### src/rtl/vdc_pkg.sv
// Shared types and constants for the Van der Corput stochastic number generator.
// Legal ranges: WIDTH 2..16, CHANNELS 1..64.
package vdc_pkg;

    typedef enum logic [1:0] {StIdle, StRun, StDone} state_t;

    localparam int unsigned WIDTH_MIN    = 2;
    localparam int unsigned WIDTH_MAX    = 16;
    localparam int unsigned CHANNELS_MIN = 1;
    localparam int unsigned CHANNELS_MAX = 64;

    // Reverses the low `width` bits of value; bit 0 becomes bit width-1.
    function automatic logic [WIDTH_MAX-1:0] bit_reverse(input logic [WIDTH_MAX-1:0] value,
                                                         input int unsigned width);
        logic [WIDTH_MAX-1:0] result;
        result = '0;
        for (int unsigned b = 0; b < WIDTH_MAX; b++) begin
            if (b < width) begin
                result[width-1-b] = value[b];
            end
        end
        return result;
    endfunction

endpackage

### src/rtl/vdc_bitrev.sv
// Combinational WIDTH-bit reversal: input bit 0 drives output MSB.
module vdc_bitrev #(
    parameter int unsigned WIDTH = 10
) (
    input  logic [WIDTH-1:0] i_value,
    output logic [WIDTH-1:0] o_value
);

    for (genvar g = 0; g < WIDTH; g++) begin : g_bit
        assign o_value[g] = i_value[WIDTH-1-g];
    end

endmodule

### src/rtl/vdc_sng_array.sv
// Multi-channel VDC stochastic number generator with start/done framing and valid/ready output.
// Optional per-channel XOR scramble of the shared sequence: define VDC_SCRAMBLE_EN.
module vdc_sng_array
    import vdc_pkg::*;
#(
    parameter int unsigned WIDTH    = 10,
    parameter int unsigned CHANNELS = 4
) (
    input  logic                      clk,
    input  logic                      reset,
    input  logic                      i_start,
    input  logic [CHANNELS*WIDTH-1:0] i_scalar,
    input  logic [CHANNELS*WIDTH-1:0] i_scramble,
    output logic                      o_busy,
    output logic [CHANNELS-1:0]       o_bs,
    output logic                      o_bs_valid,
    input  logic                      i_bs_ready,
    output logic                      o_done,
    output logic [CHANNELS*WIDTH-1:0] o_ones
);

    state_t                    r_state;
    logic [WIDTH-1:0]          r_count;
    logic [CHANNELS*WIDTH-1:0] r_scalar;
    logic                      r_busy;
    logic                      r_valid;
    logic                      r_done;

    logic                      w_accept;
    logic                      w_xfer;
    logic [WIDTH-1:0]          w_vdc;
    logic [CHANNELS-1:0]       w_cmp;

    assign w_accept = (r_state == StIdle) && i_start;
    assign w_xfer   = r_valid && i_bs_ready;

    vdc_bitrev #(
        .WIDTH (WIDTH)
    ) u_bitrev (
        .i_value (r_count),
        .o_value (w_vdc)
    );

    always_ff @(posedge clk) begin
        if (reset) begin
            r_state <= StIdle;
            r_count <= '0;
            r_busy  <= 1'b0;
            r_valid <= 1'b0;
            r_done  <= 1'b0;
        end else begin
            case (r_state)
                StIdle: begin
                    r_done <= 1'b0;
                    if (i_start) begin
                        r_state <= StRun;
                        r_count <= '0;
                        r_busy  <= 1'b1;
                        r_valid <= 1'b1;
                    end
                end
                StRun: begin
                    if (w_xfer) begin
                        // Natural wrap returns count to 0 after the last bit.
                        r_count <= r_count + WIDTH'(1);
                        if (r_count == '1) begin
                            r_state <= StDone;
                            r_busy  <= 1'b0;
                            r_valid <= 1'b0;
                            r_done  <= 1'b1;
                        end
                    end
                end
                StDone: begin
                    r_state <= StIdle;
                    r_done  <= 1'b0;
                end
                default: begin
                    r_state <= StIdle;
                    r_busy  <= 1'b0;
                    r_valid <= 1'b0;
                    r_done  <= 1'b0;
                end
            endcase
        end
    end

    always_ff @(posedge clk) begin
        if (w_accept) begin
            r_scalar <= i_scalar;
        end
    end

`ifndef VDC_SCRAMBLE_EN
    logic w_unused_scramble;
    assign w_unused_scramble = ^i_scramble;
`endif

    for (genvar g = 0; g < CHANNELS; g++) begin : g_chan
        logic [WIDTH-1:0] w_v;
        logic [WIDTH-1:0] r_ones;

`ifdef VDC_SCRAMBLE_EN
        logic [WIDTH-1:0] r_mask;

        always_ff @(posedge clk) begin
            if (w_accept) begin
                r_mask <= i_scramble[g*WIDTH +: WIDTH];
            end
        end

        assign w_v = w_vdc ^ r_mask;
`else
        assign w_v = w_vdc;
`endif

        assign w_cmp[g] = r_scalar[g*WIDTH +: WIDTH] > w_v;

        always_ff @(posedge clk) begin
            if (reset || w_accept) begin
                r_ones <= '0;
            end else if (w_xfer) begin
                r_ones <= r_ones + {{(WIDTH-1){1'b0}}, w_cmp[g]};
            end
        end

        assign o_ones[g*WIDTH +: WIDTH] = r_ones;
    end

    // Gating by valid keeps bs at 0 outside RUN without touching the compare path.
    assign o_bs       = r_valid ? w_cmp : '0;
    assign o_busy     = r_busy;
    assign o_bs_valid = r_valid;
    assign o_done     = r_done;

endmodule
### config.mk
export PLATFORM = sky130hd
export DESIGN_NAME = vdc_sng_array
export DESIGN_NICKNAME = d
export VERILOG_FILES = /design/src/rtl/vdc_pkg.sv /design/src/rtl/vdc_bitrev.sv /design/src/rtl/vdc_sng_array.sv
export SDC_FILE = /design/constraint.sdc
export NUM_CORES = 1
export LEC_CHECK = 0
export CORE_ASPECT_RATIO = 0.8
export CORE_MARGIN = 2
export CORE_UTILIZATION = 52
export DETAILED_ROUTE_END_ITERATION = 8
export GPL_ROUTABILITY_DRIVEN = 1
export PLACE_DENSITY = 0.95
export SYNTH_ARGS = -nofsm -noshare
export SYNTH_HDL_FRONTEND = slang
export SYNTH_SLANG_ARGS = --single-unit
### constraint.sdc
create_clock -name clk -period 6.1 [get_ports clk]
set_input_delay 0.915 -clock clk [delete_from_list [all_inputs] [get_ports clk]]
set_output_delay 0.915 -clock clk [all_outputs]
set_load 0.02 [all_outputs]
== After elaboration in Yosys (flattened, before gate mapping) ==
Cells that the tools add are included.
Word-level totals
  output and inout bits: 47
  word-level logic and storage cells: 48
  register bits: 94
  input bits: 84
Operators by class
  muxes and demuxes: 12
  magnitude comparators: 4
  reduce and logical (&&, ||, !) cells: 10
  eq/ne operators: 6
  bitwise operators: 2
  add/subtract/negate cells: 5
Operator list (count)
  adder 10 x 1 -> 10 bit: 4
  greater-than comparator 10 bit: 4
  two-way mux 10 bit: 2
  one-hot mux 10 bit (2 select lines): 1
  adder 10 x 1 -> 10 bit, second input constant: 1
  equality test 10 bit, second input constant: 1
  two-way mux 2 bit: 3
  inequality test 2 bit, second input constant: 3
  AND reduction 3 bit: 2
  two-way mux 4 bit: 1
  one-hot mux 2 bit (2 select lines): 1
  AND reduction 4 bit: 1
  two-way mux 1 bit: 3
  one-hot mux 1 bit (3 select lines): 1
  equality test 2 x 1 -> 1 bit, second input constant: 1
  equality test 2 bit, second input constant: 1
  logical AND 1 bit: 2
  zero test 2 bit: 1
  NOT 1 bit: 2
  AND reduction 2 bit: 1
  nonzero test 2 bit: 1
  OR reduction 2 bit: 1
  logical OR 1 bit: 1

== Longest topological paths before layout ==
  word-level depth: 4
  gate-level depth with buffers: 12
  gate-level depth less buffers: 12

== By module ==
A second synthesis with hierarchy kept.
Unflattened totals
  cell total of the unflattened synthesis: 449
  area, all modules: 4722.0 um^2
Modules (own cells, without submodules)
  vdc_sng_array: sequential area each 2282.2 um^2, times used 1, area each 4647.0 um^2, cells an instance 439
  vdc_bitrev: sequential area each 0.0 um^2, times used 1, area each 75.1 um^2, cells an instance 10

== Least setup slack after synthesis ==
No wires, ideal clock.
  path kind: input -> register
  start point: in i_start
  end point: reg r_count[2]
  buffers on the path: 1
  setup time: 0.117 ns
  required time: 5.983 ns
  stages: 6
  arrival time: 2.754 ns
  path slack: 3.229 ns
  path through: or3b_1 buf_6 inv_1 o21ai_0 xnor2_1 nor2_1
Between the ends
  word-level cells in the longest chain between the ends: 2
RTL lines
  start: declaration: line vdc_sng_array.sv:11  | input logic i_start,
  inequality test 2 bit (no source line)
  AND reduction 3 bit (no source line)
  end signal: assignment: line vdc_sng_array.sv:65  | r_count <= r_count + WIDTH'(1);
  end: declaration: line vdc_sng_array.sv:23  | logic [WIDTH-1:0] r_count;
Every way passes these cells.
A chain may end at the register's enable or synchronous reset.

== Final worst setup path ==
  start point: reg r_count[5]
  end point: out o_bs[3]
Between the ends
  word-level cells in the longest chain between the ends: 2
RTL lines
  greater-than comparator 10 bit: line vdc_sng_array.sv:117  | assign w_cmp[g] = r_scalar[g*WIDTH +: WIDTH] > w_v;
  two-way mux 4 bit: line vdc_sng_array.sv:131  | assign o_bs = r_valid ? w_cmp : '0;
  end: declaration: line vdc_sng_array.sv:15  | output logic [CHANNELS-1:0] o_bs,
Every way passes these cells.

==> impl_metrics.json <==
{
  "status": "finished, final reports clean",
  "synth-adder-area-share_pct": 13.2,
  "cp.arrival_ns": 2.90,
  "clockBufferDepth": 2,
  "fin_crit_sh_pct": 62.5,
  "regArea_sq_um": 2280,
  "fmax_mhz": 262,
  "synthCells": 439,
  "grt_max_degree": 46,
  "synth_top_family_by_area": "simple AND/OR/NAND/NOR gates",
  "worstPathRequired_ns": 5.18,
  "synth_mux_area_share_pct": 0,
  "crit_path_max_fanout": 7,
  "setup_viol": 0,
  "synth_top_area_cell": "edfxtp_1",
  "multi_input_area_sq_um": 2190,
  "yosysTopAreaCellShare_pct": 26.0,
  "track_usage_pct": 23.8,
  "synth_compound_area_share_pct": 9.62,
  "whs_ns": 0.491,
  "cts-root-buf": "clkbuf_8",
  "fin_util_pct": 67.8,
  "grt_setup_unrepaired": "false",
  "avgViaCountPerCell": 5.81,
  "drv_slew": 0,
  "synthesis.nets": 572,
  "routed-via-count": 3772,
  "path_class": "register to primary output",
  "hold_buffers": 0,
  "cts_made_buffers": 9,
  "antenna_found_initial": 0,
  "yosys_warnings": 0,
  "synth-seq-area-share_pct": 49.3,
  "synth_area_leaders": "edfxtp_1 26%, dfxtp_1 23%, ha_1 13%",
  "die_h_um": 88.4,
  "core_sq_um": 8560,
  "setup_tns_ns": 0,
  "synth_area_sq_um": 4630,
  "hold_viol_final": 0,
  "maxCapViolations": 0,
  "synth_simple_gate_area_share_pct": 17.9,
  "total_power_mw": 1.21,
  "drt_pass1_iterations": 5,
  "num_io_pins": 131,
  "post_cts_buffers": 0,
  "synthToLayoutAreaGrowth_pct": 25.4,
  "routed_wl_um": 11000,
  "ys_types": 41,
  "cts_max_level": 3,
  "clk_latency_ns": 0.38,
  "n_fill_cell": 596,
  "crit_path_end_kind": "primary output",
  "clock_sink_count": 94,
  "drt_iter0_drc": 359,
  "gp_congestion": 0.902,
  "first_global_vias": 3694,
  "die_x_um": 109,
  "start_util_pct": 54.1,
  "worst_pin_slew_ns": 0.571,
  "ir_worst_vdd_mv": 0.126,
  "ant_nets": 0,
  "power.leakage_nw": 2.09,
  "setup.worst_path.start_class": "register",
  "grt_pass1_wl_um": 17600,
  "port_buffers": 90,
  "min_period_ns": 3.81,
  "synth_xor_area_share_pct": 6.43,
  "wire_per_inst_um": 17.0,
  "p_per_area_nw_per_um2": 208,
  "drive_gt1_share_pct": 3.72,
  "cts_tree": "built",
  "n_antenna_cell": 0,
  "path_clk_slew_ns": 0.09,
  "avgSynthCellArea_sq_um": 10.5,
  "finalClockSkew_ns": 0.0113,
  "drc": 0,
  "hp-class": "register to register",
  "slew_headroom_pct": 61.9,
  "fin_nets": 665,
  "cts-resized-gates": 0,
  "dpl.hpwl_um": 8140,
  "core.rowCount": 30,
  "dieArea_sq_um": 9680,
  "overflow": 0,
  "ys_ff_latch": 94
}
## registers in the layout, summed over array words and instances (netlist names)
register	flops
r_count	10
g_chan.r_ones	40
r_scalar	40
o_bs_valid	1
r_state	2
o_done	1
## layout by cell type, fill, tap and decap left out, types with 2 or more instances in the layout
cell             synthesis  layout
nor4b_1                  2       2
xor2_1                  10      10
inv_1                   26      26
o211ai_1                 8       8
and3_1                   9       9
edfxtp_1                40      40
nor2b_1                  2       2
nand4_1                 15      15
clkdlybuf4s50_1          0      90
dfxtp_1                 54      54
a211oi_1                10      10
or2_1                    2       2
nand2_1                 37      37
nor3_1                   7       7
a21oi_1                 27      27
o31ai_1                  8       8
and2_1                   3       3
xnor2_1                 24      24
buf_4                    3       2
ha_1                    49      49
nor2_1                  43      43
nand3_1                  9       9
clkbuf_8                 0       9
and4_1                  13      13
or4_1                    4       4
o21ai_0                  3       3
a21o_1                   4       4
inv_6                    0       4
nand4b_1                 2       2
nand2b_1                 7       7
## through the flow
stage	worst slack, ns	cells	instance area (sq um)
global route	2.18	649	5800
floorplan	3.23	439	4630
CTS	2.35	649	5800
finish	2.29	649	5800
detailed placement	2.79	633	5620
global placement	2.90	633	5620
## per-layer routing
metal / global-route usage (%) / wire [um] / vias to the layer above
li1: - / - / 1786
met1: 27.4 / 4360 / 1800
met2: 43.0 / 5660 / 158
met3: 6.26 / 744 / 28
met4: 8.40 / 265 / 0
met5: 0 / 0 / -
## cell families (layout without fill, tap and decap cells)
logic type / after synthesis / after routing
compound gates: 67 / 67
flops: 94 / 94
simple gates: 159 / 159
buf+inv: 36 / 134
xor+xnor: 34 / 34
fa+ha+maj: 49 / 49
## power by group
| group | internal [mW] | total [mW] | switching, mW |
|---|---|---|---|
| clock network | 0.154 | 0.388 | 0.234 |
| logic | 0.0616 | 0.133 | 0.0715 |
| registers | 0.676 | 0.687 | 0.0112 |
| total | 0.891 | 1.21 | 0.316 |
## final timing paths
check	to	cells past startpoint	start	slack, ns
worst max-delay path	o_bs[3]	7	r_count[5]$_SDFFE_PP0P_	2.29
worst min register to register	g_chan[3].r_ones[0]$_SDFFE_PP0P_	2	g_chan[3].r_ones[0]$_SDFFE_PP0P_	0.49
worst max register to register	g_chan[0].r_ones[4]$_SDFFE_PP0P_	12	r_count[2]$_SDFFE_PP0P_	3.09
worst min-delay path	g_chan[3].r_ones[0]$_SDFFE_PP0P_	2	g_chan[3].r_ones[0]$_SDFFE_PP0P_	0.49
## cell usage after synthesis, drive strengths merged
cell,instances
nor3,7
o211ai,8
a31o,2
or4,4
a21o,4
or3b,1
a21oi,27
nor2b,2
inv,26
nor3b,1
o31ai,8
nand2b,7
and4b,1
or3,1
and4,13
nand3,9
a31oi,1
a211o,1
o2111ai,1
a211oi,11
clkbuf,1
xor2,10
or2,2
nand2,37
ha,49
nand4,15
and3,9
and2,3
xnor2,24
a2111oi,1
dfxtp,54
nand4b,2
edfxtp,40
nor4b,2
nor2,43
buf,9
o21ai,3
## layout make-up
class | instances | share of cell area (%)
Multi-Input combinational cell | 309 | 37.7
Clock buffer | 9 | 2.14
Sequential cell | 94 | 39.3
Timing Repair Buffer | 92 | 15.8
Inverter | 26 | 1.68
Clock inverter | 7 | 0.970
Tap cell | 112 | 2.42
## worst max-delay path: stages (launching register included)
cell and delay, ns:
dfxtp_1 0.48, inv_1 0.15, ha_1 0.32, nand4_1 0.17, a211oi_1 0.30, nor4b_1 0.11, a211oi_1 0.33, clkdlybuf4s50_1 0.67
Power figures use the tool's default switching activity.
